### src/rtl/wb_arb_pkg.sv
// Shared types, default widths and the round-robin pick function for wb_rr_arbiter.
package wb_arb_pkg;

  typedef enum logic {
    IDLE = 1'b0,
    BUSY = 1'b1
  } arb_state_e;

  localparam int unsigned MAX_MASTERS  = 8;
  localparam int unsigned PTR_W        = 3;
  localparam int unsigned DEF_MASTERS  = 2;
  localparam int unsigned DEF_ADDR_W   = 32;
  localparam int unsigned DEF_DATA_W   = 32;
  localparam int unsigned DEF_TIMEOUT  = 64;

  // One-hot pick of the first requester at or after last+1, wrapping modulo n.
  function automatic logic [MAX_MASTERS-1:0] rr_pick_f(
    input logic [MAX_MASTERS-1:0] req,
    input logic [PTR_W-1:0]       last,
    input int unsigned            n
  );
    logic [MAX_MASTERS-1:0] gnt;
    logic                   found;
    int unsigned            idx;
    gnt   = '0;
    found = 1'b0;
    for (int unsigned i = 1; i <= MAX_MASTERS; i++) begin
      if (i <= n) begin
        idx = (32'(last) + i) % n;
        if (!found && req[idx[PTR_W-1:0]]) begin
          gnt[idx[PTR_W-1:0]] = 1'b1;
          found               = 1'b1;
        end
      end
    end
    return gnt;
  endfunction

endpackage

### src/rtl/wb_rr_arbiter_rr_pick.sv
// Combinational round-robin priority selector: request vector + last owner -> one-hot grant.
module rr_pick
  import wb_arb_pkg::*;
#(
  parameter int unsigned N = 2
) (
  input  logic [N-1:0]     i_req,
  input  logic [PTR_W-1:0] i_last,
  output logic [N-1:0]     o_gnt_c
);

  logic [MAX_MASTERS-1:0] w_req;
  logic [MAX_MASTERS-1:0] w_gnt;

  assign w_req   = MAX_MASTERS'(i_req);
  assign w_gnt   = rr_pick_f(w_req, i_last, N);
  assign o_gnt_c = N'(w_gnt);

endmodule

### src/rtl/wb_rr_arbiter.sv
// N-master to 1-slave Wishbone classic round-robin arbiter; grant held for the whole cyc window.
// Optional slave-ack watchdog enabled with `define WB_ARB_TIMEOUT_EN.
module wb_rr_arbiter
  import wb_arb_pkg::*;
#(
  parameter int unsigned  NUM_MASTERS    = DEF_MASTERS,
  parameter int unsigned  ADDR_W         = DEF_ADDR_W,
  parameter int unsigned  DATA_W         = DEF_DATA_W,
  parameter int unsigned  TIMEOUT_CYCLES = DEF_TIMEOUT,
  localparam int unsigned SEL_W          = DATA_W / 8
) (
  input  logic                          wb_clk_i,
  input  logic                          wb_rst_i,
  input  logic [NUM_MASTERS-1:0]        m_cyc_i,
  input  logic [NUM_MASTERS-1:0]        m_stb_i,
  input  logic [NUM_MASTERS-1:0]        m_we_i,
  input  logic [NUM_MASTERS*ADDR_W-1:0] m_adr_i,
  input  logic [NUM_MASTERS*DATA_W-1:0] m_dat_i,
  input  logic [NUM_MASTERS*SEL_W-1:0]  m_sel_i,
  output logic [DATA_W-1:0]             m_dat_o,
  output logic [NUM_MASTERS-1:0]        m_ack_o,
  output logic [NUM_MASTERS-1:0]        m_err_o,
  output logic                          s_cyc_o,
  output logic                          s_stb_o,
  output logic                          s_we_o,
  output logic [ADDR_W-1:0]             s_adr_o,
  output logic [DATA_W-1:0]             s_dat_o,
  output logic [SEL_W-1:0]              s_sel_o,
  input  logic [DATA_W-1:0]             s_dat_i,
  input  logic                          s_ack_i,
  output logic [NUM_MASTERS-1:0]        grant_o
);

  if (NUM_MASTERS < 2 || NUM_MASTERS > MAX_MASTERS || TIMEOUT_CYCLES < 2) begin : g_bad_cfg
    $error("wb_rr_arbiter: NUM_MASTERS must be 2..8 and TIMEOUT_CYCLES >= 2");
  end

  arb_state_e              r_state;
  logic [NUM_MASTERS-1:0]  r_grant;
  logic [PTR_W-1:0]        r_last;
  logic [NUM_MASTERS-1:0]  w_pick;
  logic [PTR_W-1:0]        w_pick_idx;
  logic [NUM_MASTERS-1:0]  w_live;
  logic                    w_owner_cyc;
  logic                    w_abort;
  logic                    w_we;
  logic [ADDR_W-1:0]       w_adr;
  logic [DATA_W-1:0]       w_dat;
  logic [SEL_W-1:0]        w_sel;

  rr_pick #(.N(NUM_MASTERS)) u_pick (
    .i_req   (m_cyc_i),
    .i_last  (r_last),
    .o_gnt_c (w_pick)
  );

  always_comb begin
    w_pick_idx = '0;
    for (int unsigned k = 0; k < NUM_MASTERS; k++) begin
      if (w_pick[k]) w_pick_idx = PTR_W'(k);
    end
  end

  // AND-OR mux of the owner's request lines; all zero while nobody holds the grant.
  always_comb begin
    w_we  = 1'b0;
    w_adr = '0;
    w_dat = '0;
    w_sel = '0;
    for (int unsigned k = 0; k < NUM_MASTERS; k++) begin
      if (r_grant[k]) begin
        w_we  = m_we_i[k];
        w_adr = m_adr_i[k*ADDR_W +: ADDR_W];
        w_dat = m_dat_i[k*DATA_W +: DATA_W];
        w_sel = m_sel_i[k*SEL_W +: SEL_W];
      end
    end
  end

  assign w_live      = r_grant & {NUM_MASTERS{~w_abort}};
  assign w_owner_cyc = |(r_grant & m_cyc_i);

  assign s_cyc_o = |(w_live & m_cyc_i);
  assign s_stb_o = |(w_live & m_stb_i);
  assign s_we_o  = w_we & ~w_abort;
  assign s_adr_o = w_adr;
  assign s_dat_o = w_dat;
  assign s_sel_o = w_sel;
  assign m_ack_o = w_live & {NUM_MASTERS{s_ack_i}};
  assign m_dat_o = s_dat_i;
  assign grant_o = r_grant;

  always_ff @(posedge wb_clk_i or posedge wb_rst_i) begin
    if (wb_rst_i) begin
      r_state <= IDLE;
      r_grant <= '0;
      r_last  <= PTR_W'(NUM_MASTERS - 1);
    end else begin
      case (r_state)
        IDLE: begin
          if (|m_cyc_i) begin
            r_grant <= w_pick;
            r_last  <= w_pick_idx;
            r_state <= BUSY;
          end
        end
        BUSY: begin
          if (!w_owner_cyc) begin
            r_grant <= '0;
            r_state <= IDLE;
          end
        end
        default: begin
          r_grant <= '0;
          r_state <= IDLE;
        end
      endcase
    end
  end

`ifdef WB_ARB_TIMEOUT_EN
  localparam int unsigned CNT_W = $clog2(TIMEOUT_CYCLES) + 1;

  logic [CNT_W-1:0] r_cnt;
  logic             r_abort;
  logic             w_timeout;

  // Fires on the last stalled strobe cycle; an ack in that same cycle wins.
  assign w_timeout = (r_state == BUSY) && !r_abort && s_stb_o && !s_ack_i &&
                     (r_cnt == CNT_W'(TIMEOUT_CYCLES - 1));

  always_ff @(posedge wb_clk_i or posedge wb_rst_i) begin
    if (wb_rst_i) begin
      r_cnt   <= '0;
      r_abort <= 1'b0;
    end else if (r_state == IDLE) begin
      r_cnt   <= '0;
      r_abort <= 1'b0;
    end else if (s_ack_i && !r_abort) begin
      r_cnt   <= '0;
    end else if (w_timeout) begin
      r_cnt   <= '0;
      r_abort <= 1'b1;
    end else if (s_stb_o) begin
      r_cnt   <= r_cnt + CNT_W'(1);
    end
  end

  assign w_abort = r_abort;
  assign m_err_o = r_grant & {NUM_MASTERS{w_timeout}};
`else
  assign w_abort = 1'b0;
  assign m_err_o = '0;
`endif

endmodule

### config.mk
export PLATFORM = sky130hd
export DESIGN_NAME = wb_rr_arbiter
export DESIGN_NICKNAME = d
export VERILOG_FILES = /design/src/rtl/wb_arb_pkg.sv /design/src/rtl/wb_rr_arbiter_rr_pick.sv /design/src/rtl/wb_rr_arbiter.sv
export SDC_FILE = /design/constraint.sdc
export NUM_CORES = 1
export LEC_CHECK = 0
export BUFFER_PORTS_ARGS = -buffer_cell sky130_fd_sc_hd__buf_2
export CAP_MARGIN = 20
export CELL_PAD_IN_SITES_DETAIL_PLACEMENT = 1
export CELL_PAD_IN_SITES_GLOBAL_PLACEMENT = 1
export CORE_MARGIN = 8
export CORE_UTILIZATION = 13
export DETAILED_ROUTE_END_ITERATION = 6
export PLACE_DENSITY_LB_ADDON = 0.1
export SLEW_MARGIN = 40
export SYNTH_ARGS = -nofsm -noshare
export SYNTH_HDL_FRONTEND = slang
export SYNTH_SLANG_ARGS = --single-unit
export TNS_END_PERCENT = 10
### constraint.sdc
create_clock -name wb_clk_i -period 2 [get_ports wb_clk_i]
set_input_delay 0.4 -clock wb_clk_i [delete_from_list [all_inputs] [get_ports wb_clk_i]]
set_output_delay 0.4 -clock wb_clk_i [all_outputs]
set_load 0.05 [all_outputs]
==> metrics.md, run 1 <==
| Metric | Value |
|---|---|
| Slowest stage delay, CP | `0.42 ns` |
| Reg2Reg Capture Point | `grant_o[1]` |
| Register bit total from synthesis | `4` |
| Via count | `1869` |
| Post-synth EDFFs | `0` |
| # fillers | `1168` |
| Initial DRC Count | `57` |
| H-tree depth | `1` |
| I/O Buffers | `~220` |
| Top post-synthesis cells by area | `a22o_1 (50%), buf_4 (21%), dfrtp_1 (6.2%), buf_2 (4.5%), buf_6 (2.8%)` |
| Area after DPL | `2180 sq um` |
| Most common cell in the synthesized netlist | `a22o_1` |
| Antenna violations before repair | `1` |
| Largest net degree at the start of global routing | `between 40 and 50` |
| WP data required | `1.60 ns` |
| Register clock-pin slew on the reported worst setup and hold paths | `0.03 ns` |
| Avg Inst Size Synth | `8.15 sq um` |
| Layout cells sized above 1 | `70.9%` |
| Worst Setup SP | `grant_o[1]` |
| CTS resizes | `0` |
| Setup bufs post-CTS | `0` |
| First-pass GRT wire length | `13800 um` |
| Initial Utilization | `13.3%` |
| Final slew viol count | `0` |
| Worst r2r src | `grant_o[1]` |
| Total GRT Usage | `14.1%` |
| Yosys cell types | `22` |
| First drt pass iteration count | `4` |
| Worst EP arrival | `around 1.5 ns` |
| Worst-Skew Late Latency | `0.22 ns` |
| Drt wl/cell | `21.3 um` |
| FMAX | `522 MHz` |
| Gate Count Post-Synth | `between 100 and 150` |
| Yosys top cell area share | `around half` |
| Final WL | `9420 um` |
| Pwr Density | `between 2000 and 2500 nW/um^2` |
| Clock Skew | `0.00390 ns` |
| Leakage power | `roughly 1.4 nW` |
| Status | `finished, final reports clean` |
| Predominant post-synthesis flop cell | `dfrtp_1` |
| Die area | `12700 sq um` |
| Die width | `113 um` |
| Ys Warns | `0` |
| Core Footprint | `9150 sq um` |
| Post-synthesis sequential area ratio | `~8.3%` |
| CP cell instances | `nor2b_4 -> buf_12 -> a22o_1 -> buf_2` |
| Global route overflow | `0` |
| Finish-stage setup viols | `0` |
| Die height | `113 um` |
| Final min period | `about 1.9 ns` |
| Final design utilization | `24.3%` |
| Vias in the first global route | `2057` |
| Syn-to-layout area delta | `83.1%` |
| MaxCap Viol Count | `0` |
| Worst Setup EP | `s_dat_o[29]` |
| DR DRC count | `0` |
| CTS tree | `done` |
| Finished Cell Area | `2220 sq um` |
| Critical path type | `flip-flop to primary output` |
| Final hold slack | `0.0654 ns` |
| Cts-stage hold buffer count | `0` |
| Synth top cells by count | `a22o_1 (70), buf_4 (34), buf_2 (11)` |
| Worst Hold Class | `input port to asynchronous set/reset pin` |
| Inserted Clock Buffers | `3` |
| Placer Congestion | `0.839` |
| Reg2reg setup slack | `0.83 ns` |
| Vias per Instance | `about 4.2` |
| CTS Sinks | `4` |
| RSZ-0062 raised after global routing | `false` |
| IO Pins | `286` |
| Final Hold Fails | `0` |
| Crit end category | `primary output` |
| Row count | `35` |
| Clock root cell | `clkbuf_8` |
| CP max stage cell | `dfrtp_2` |
| Critical Path Fanout Max | `48` |
| Final period utilization | `95.7%` |
| Clock buffer depth | `2` |
| Startpoint Class | `flip-flop` |
| Nets | `508` |
| Post-Syn Area | `1210 sq um` |
| Worst vdd ir | `0.000823 V` |
| Cell taking the most area after synthesis | `a22o_1` |
| Fin Setup TNS | `0 ns` |
| R2r worst-path depth | `4` |
| DRT antenna net count | `0` |
| Ys async rst share | `100%` |
| HPWL Detailed | `8350 um` |
[flip-flops by register name, summed over array words and instances (netlist names)]
register / flops
r_state: 1
grant_o: 2
r_last: 1
[logic make-up after synthesis]
logic type / share of synthesized area, %
DFF: 8.34
buffers and inverters: 30.2
other: 0.309
and+or+nand+nor: 7.83
AOI/OAI and AO/OA: 53.3
[per-layer routing]
layer / up-vias / part of all wire, % / track usage [%] / routed length [um]
li1: 906 / - / - / -
met3: 16 / 11 / 6.28 / 1020
met1: 834 / 31 / 12.4 / 2920
met4: 0 / 0.84 / 2.43 / 79
met2: 113 / 57 / 28.5 / 5400
met5: - / 0 / 0 / 0
[worst min-delay path by stage]
| stage | start | to | slack [ns] | cells past startpoint |
|---|---|---|---|---|
| after floorplan | wb_rst_i | r_state | 0.17 | 1 |
| after global placement | wb_rst_i | r_state | 0.30 | 2 |
| after detailed placement | wb_rst_i | r_state | 0.30 | 2 |
| after CTS | wb_rst_i | r_state | 0.07 | 2 |
| after global routing | wb_rst_i | r_state | 0.08 | 2 |
| final | wb_rst_i | r_state | 0.07 | 2 |
[final cells by class]
| cell class | instances | area (sq um) | area share (%) |
|---|---|---|---|
| Sequential cell | 4 | 104 | 4.67 |
| Tap cell | 111 | 139 | 6.24 |
| Timing Repair Buffer | 226 | 1180 | 52.9 |
| Clock buffer | 4 | 45.0 | 2.02 |
| Multi-Input combinational cell | 95 | 754 | 33.9 |
| Antenna cell | 1 | 2.50 | 0.112 |
| Inverter | 1 | 3.75 | 0.169 |
[per-stage QoR]
stage	instances	power (mW)	setup WS, ns
after floorplan	150	4.08	0.0848
after global placement	437	5.07	0.297
after detailed placement	437	5.04	0.312
after CTS	441	5.23	0.0689
after global routing	442	5.42	0.0202
final	442	5.15	0.0859
[worst max-delay path, delay by kind of cell, from the launching register on]
family | cells | cell delay, ns
AO/OA/AOI/OAI | 1 | 0.18
AND/OR/NAND/NOR | 1 | 0.16
flip-flops | 1 | 0.42
buffers and inverters | 2 | 0.51
[cells in the final DEF, fill, tap and decap left out, types with 2 or more instances in the layout]
| cell | n |
|---|---|
| a21oi_1 | 3 |
| a22o_1 | 70 |
| and2_1 | 2 |
| buf_12 | 2 |
| buf_2 | 218 |
| buf_4 | 6 |
| clkbuf_8 | 3 |
| conb_1 | 2 |
| dfrtp_2 | 2 |
| nand2_1 | 7 |
| nand2b_1 | 2 |
| nor2b_1 | 2 |
[report_power, final]
part           total, mW  switching, mW  internal (mW)
Clock              0.179         0.0425          0.136
Sequential         0.175         0.0440          0.131
Combinational       4.80           3.57           1.23
Total               5.15           3.66           1.49
Power figures use the tool's default switching activity.
==> run 2: changes to the inputs <==
PLACE_DENSITY = 0.86   (was default)
PLACE_DENSITY_LB_ADDON = default   (was 0.1)
==> metrics.md, run 2 (synthesized netlist as in run 1, its figures left out) <==
| Metric | Value |
|---|---|
| DRT antenna net count | `0 (unchanged)` |
| I/O Buffers | `219 (unchanged)` |
| CTS tree | `done (unchanged)` |
| Clock Skew | `0.00133 ns (was 0.00390 ns)` |
| Nets | `509 (was 508)` |
| Final design utilization | `28.3% (was 24.3%)` |
| Worst-Skew Late Latency | `0.22 ns (about the same)` |
| FMAX | `512 MHz (was 522 MHz)` |
| First-pass GRT wire length | `13000 um (was 13800 um)` |
| Via count | `2039 (was 1869)` |
| Worst Setup SP | `grant_o[0] (was grant_o[1])` |
| Crit path max-delay family | `buffers and inverters (unchanged)` |
| CP Buf/Inv Count | `3 (was 2)` |
| MaxCap Viol Count | `0 (unchanged)` |
| Vias per Instance | `4.60 (was 4.23)` |
| Initial Utilization | `13.3% (unchanged)` |
| Finish-stage setup viols | `0 (unchanged)` |
| Worst vdd ir | `0.000800 V (was 0.000823 V)` |
| Inserted Clock Buffers | `3 (unchanged)` |
| WP data required | `1.60 ns (about the same)` |
| Slowest stage delay, CP | `0.45 ns (was 0.42 ns)` |
| Worst r2r src | `grant_o[1] (unchanged)` |
| Max FFs per register | `2 (unchanged)` |
| HPWL Detailed | `7840 um (was 8350 um)` |
| Worst Hold Class | `input port to asynchronous set/reset pin (unchanged)` |
| Clock buffer depth | `2 (unchanged)` |
| Worst EP arrival | `1.55 ns (was 1.51 ns)` |
| Row count | `35 (unchanged)` |
| IO Pins | `286 (unchanged)` |
| Final WL | `9960 um (was 9420 um)` |
| Antenna violations before repair | `1 (unchanged)` |
| Pre-CTS setup slack | `0.193 ns (was 0.312 ns)` |
| Die width | `113 um (unchanged)` |
| Critical path type | `flip-flop to primary output (unchanged)` |
| Register clock-pin slew on the reported worst setup and hold paths | `0.03 ns (about the same)` |
| CP cell instances | `nor2b_4 -> buf_12 -> clkbuf_16 -> a22o_1 -> clkbuf_4 (was nor2b_4 -> buf_12 -> a22o_1 -> buf_2)` |
| Reg2Reg Capture Point | `grant_o[1] (unchanged)` |
| Layout cells sized above 1 | `71.0% (was 70.9%)` |
| Pwr Density | `2350 nW/um^2 (was 2320 nW/um^2)` |
| Global route overflow | `0 (unchanged)` |
| Die area | `12700 sq um (unchanged)` |
| Fin Setup TNS | `0 ns (unchanged)` |
| Finished Cell Area | `2590 sq um (was 2220 sq um)` |
| Area after DPL | `2380 sq um (was 2180 sq um)` |
| Leakage power | `1.45 nW (was 1.37 nW)` |
| Reg2reg setup slack | `0.82 ns (was 0.83 ns)` |
| Drt wl/cell | `22.5 um (was 21.3 um)` |
| Status | `finished, final reports clean (unchanged)` |
| Largest net degree at the start of global routing | `69 (was 49)` |
| H-tree depth | `1 (unchanged)` |
| Final Hold Fails | `0 (unchanged)` |
| Core Footprint | `9150 sq um (unchanged)` |
| First drt pass iteration count | `4 (unchanged)` |
| Final hold slack | `0.0648 ns (was 0.0654 ns)` |
| Clock root cell | `clkbuf_8 (unchanged)` |
| CTS Sinks | `4 (unchanged)` |
| Cts-stage hold buffer count | `0 (unchanged)` |
| Commonest non-fill, non-tap cell in the layout | `buf_2 (unchanged)` |
| Final min period | `1.95 ns (was 1.91 ns)` |
| Syn-to-layout area delta | `113% (was 83.1%)` |
| Critical Path Fanout Max | `17 (was 48)` |
| Startpoint Class | `flip-flop (unchanged)` |
| Final period utilization | `97.6% (was 95.7%)` |
| Final slew viol count | `0 (unchanged)` |
| Crit end category | `primary output (unchanged)` |
| Initial DRC Count | `104 (was 57)` |
| Final WS setup | `0.0478 ns (was 0.0859 ns)` |
| Total GRT Usage | `13.0% (was 14.1%)` |
| R2r worst-path depth | `4 (unchanged)` |
| DR DRC count | `0 (unchanged)` |
| Vias in the first global route | `2186 (was 2057)` |
| Die height | `113 um (unchanged)` |
| Most frequent cells in the layout | `buf_2 (176), a22o_1 (70), clkbuf_4 (20), buf_12 (19), buf_4 (8) (was buf_2 (218), a22o_1 (70), nand2_1 (7), buf_4 (6))` |
| CP max stage cell | `dfrtp_2 (unchanged)` |
| Placer Congestion | `0.907 (was 0.839)` |
==> run 2: cell count changes in the layout (fill, tap and decap cells not counted), sizes merged <==
cell,before,now
buf,226,205
clkbuf,4,26
==> run 2: repair_timing <==
item                                    4_1_cts  5_1_grt
resized for setup                             5       24
buffers inserted                              0        1
endpoints found under the setup margin        5       60
cloned                                        0        4
==> run 2: cell type report <==
type	instances	area [sq um]
fillers	1132	6560
repair buffers	227	1540
multi-input cells	95	754
inverters	1	3.75
well taps	111	139
clock buffers	4	45.0
diodes	1	2.50
flip-flops and latches	4	104
==> run 2: worst max path at each step <==
| stage | depth (start not counted) | end |
|---|---|---|
| after global routing | 5 | s_dat_o[3] |
| final | 5 | s_dat_o[7] |
| after CTS | 4 | s_dat_o[18] |
| after floorplan | 5 | s_adr_o[27] |
| after detailed placement | 4 | s_sel_o[3] |
| after global placement | 4 | s_sel_o[3] |
==> run 2: routing by layer <==
| metal | vias to the layer above | wire length [um] | track usage, % |
|---|---|---|---|
| met3 | 16 | 1230 | 6.28 |
| met2 | 181 | 4850 | 22.4 |
| met4 | 2 | 144 | 3.87 |
| met5 | - | 13 | 0 |
| met1 | 930 | 3720 | 13.6 |
| li1 | 910 | - | - |
==> run 2: worst reg2reg max path, delay by kind of cell, from the launching register on <==
kind                   cells  cell delay, ns
buffers and inverters      1            0.23
and+or+nand+nor            1            0.16
DFF                        1            0.44
AOI/OAI and AO/OA          2            0.22
==> run 2: report_power, final <==
| group | switching, mW | internal [mW] | leakage, nW | total (mW) |
|---|---|---|---|---|
| clock network | 0.0442 | 0.136 | 0.0228 | 0.181 |
| logic | 3.80 | 1.92 | 1.38 | 5.72 |
| registers | 0.0660 | 0.132 | 0.0451 | 0.198 |
| total | 3.91 | 2.19 | 1.45 | 6.10 |
==> run 2: per-stage QoR <==
step	total power, mW	cells
global route	6.35	442
CTS	5.77	437
floorplan	4.08	150
detailed placement	5.53	433
global placement	5.47	433
finish	6.10	443
==> run 3: changes to the inputs <==
clock period = 2.3 ns   (was 2 ns; I/O delays follow)
==> metrics.md, run 3 (synthesized netlist as in run 1, its figures left out) <==
| Metric | Value |
|---|---|
| Pwr Density | `2010 nW/um^2 (was 2350 nW/um^2)` |
| Final period utilization | `95.7%` |
| Critical path type | `flip-flop to primary output (unchanged)` |
| Final WL | `8440 um (was 9960 um)` |
| Worst Hold Class | `input port to asynchronous set/reset pin (unchanged)` |
| Startpoint Class | `flip-flop (unchanged)` |
| Cts-stage hold buffer count | `0 (unchanged)` |
| Layout cells sized above 1 | `69.9% (was 71.0%)` |
| Initial DRC Count | `85 (was 104)` |
| CTS tree | `done (unchanged)` |
| Via count | `1946 (was 2039)` |
| Final hold slack | `0.114 ns (was 0.0648 ns)` |
| Most frequent cells in the layout | `buf_2 (212), a22o_1 (70), buf_12 (8), nand2_1 (7) (was buf_2 (176), a22o_1 (70), clkbuf_4 (20), buf_12 (19), buf_4 (8))` |
| Final design utilization | `24.9% (was 28.3%)` |
| RSZ-0062 raised after global routing | `false` |
| Area after DPL | `2230 sq um (was 2380 sq um)` |
| Clock Skew | `0.00313 ns (was 0.00133 ns)` |
| IO Pins | `286 (unchanged)` |
| Leakage power | `1.37 nW (was 1.45 nW)` |
| FMAX | `roughly 450 MHz` |
| Total GRT Usage | `12.3% (was 13.0%)` |
| Worst-Skew Late Latency | `0.22 ns (about the same)` |
| Final Hold Fails | `0 (unchanged)` |
| Finished Cell Area | `2280 sq um (was 2590 sq um)` |
| Relative slew slack | `66.7%` |
| Met2 usage | `23.9% (was 22.4%)` |
| Critical Path Fanout Max | `68 (was 17)` |
| Busiest grt layer | `met2 (unchanged)` |
| HPWL Detailed | `7510 um (was 7840 um)` |
| Total power | `4.57 mW (was 6.10 mW)` |
| Core Footprint | `9150 sq um (unchanged)` |
| Commonest non-fill, non-tap cell in the layout | `buf_2 (unchanged)` |
| H-tree depth | `1 (unchanged)` |
| Inserted Clock Buffers | `3 (unchanged)` |
| M1 GR Usage | `10.8% (was 13.6%)` |
| Vias in the first global route | `2201 (was 2186)` |
| Drt wl/cell | `19.3 um (was 22.5 um)` |
| Met3 GRT Util | `5.69% (was 6.28%)` |
| Slowest stage delay, CP | `0.49 ns (was 0.45 ns)` |
| Crit end category | `primary output (unchanged)` |
| DRT antenna net count | `0 (unchanged)` |
| Vias per Instance | `4.45 (was 4.60)` |
| Initial Utilization | `13.3% (unchanged)` |
| Nets | `504 (was 509)` |
| Finish-stage setup viols | `0 (unchanged)` |
| First-pass GRT wire length | `12500 um (was 13000 um)` |
| Placer Congestion | `0.877 (was 0.907)` |
| Status | `finished, final reports clean (unchanged)` |
| Worst vdd ir | `0.000909 V (was 0.000800 V)` |
| Final slew viol count | `0 (unchanged)` |
| Row count | `35 (unchanged)` |
| Antenna violations before repair | `0 (was 1)` |
| Die width | `113 um (unchanged)` |
| Syn-to-layout area delta | `87.4% (was 113%)` |
| CTS Sinks | `4 (unchanged)` |
| Largest net degree at the start of global routing | `69 (unchanged)` |
| I/O Buffers | `219 (unchanged)` |
| ANT cells | `0 (was 1)` |
| MaxCap Viol Count | `0 (unchanged)` |
| First drt pass iteration count | `4 (unchanged)` |
| Fin Setup TNS | `0 ns (unchanged)` |
| WP data required | `1.84 ns (was 1.60 ns)` |
| Register clock-pin slew on the reported worst setup and hold paths | `0.03 ns (about the same)` |
| Clock buffer depth | `2 (unchanged)` |
| Global route overflow | `0 (unchanged)` |
| CTS resizes | `0 (was 5)` |
| CP max stage cell | `dfrtp_1 (was dfrtp_2)` |
| Die area | `12700 sq um (unchanged)` |
| Setup bufs post-CTS | `0 (unchanged)` |
| Max FFs per register | `2 (unchanged)` |
| DR DRC count | `0 (unchanged)` |
| Clock root cell | `clkbuf_8 (unchanged)` |
| Actual slew at the worst max-slew pin | `0.500 ns` |
| Worst EP arrival | `1.74 ns (was 1.55 ns)` |
| Die height | `113 um (unchanged)` |
| Final min period | `2.20 ns` |
| CP cell instances | `nor2b_4 -> buf_12 -> a22o_1 -> buf_2 (was nor2b_4 -> buf_12 -> clkbuf_16 -> a22o_1 -> clkbuf_4)` |
[run 3: routing by layer]
metal,wire [um],vias up
met1,2870,878
li1,-,898
met3,1050,18
met4,177,0
met5,0,-
met2,4340,152
[run 3: metrics by stage]
step           setup slack [ns]  std cells
2_1_floorplan            0.0955        150
3_3_place_gp              0.456        433
3_5_place_dp              0.345        433
4_1_cts                  0.0945        437
5_1_grt                  0.0114        437
6_report                 0.0989        437
[run 3: cell type report]
cell class | count | area [sq um]
sequential | 4 | 103
fill | 1151 | 6880
clock buffer | 4 | 45.0
inverter | 1 | 3.75
multi-input combinational | 95 | 751
timing repair buffer | 222 | 1240
tap | 111 | 139
[run 3: report_power, final]
part           switching, mW  internal [mW]  total [mW]
Combinational           3.08           1.17        4.25
Sequential            0.0515          0.113       0.164
Clock                 0.0403          0.119       0.159
Total                   3.17           1.40        4.57
[run 3: path summary, 6_finish.rpt]
check / from / endpoint / slack, ns / cells past startpoint
setup / recovery: grant_o[0] / s_sel_o[0] / 0.1 / 4
hold / removal: wb_rst_i / grant_o[0] / 0.11 / 2
setup reg to reg: grant_o[1] / grant_o[1] / 1.11 / 4
hold reg to reg: r_last[0] / r_last[0] / 0.52 / 1
max in group asynchronous: wb_rst_i / r_last[0] / 1.96 / 2
min in group wb_clk_i: r_last[0] / r_last[0] / 0.52 / 1
[run 3: critical path, delay by kind of cell, from the launching register on]
kind,cells,cell delay (ns)
AND/OR/NAND/NOR,1,0.23
buffers and inverters,2,0.53
flip-flops,1,0.49
AO/OA/AOI/OAI,1,0.20
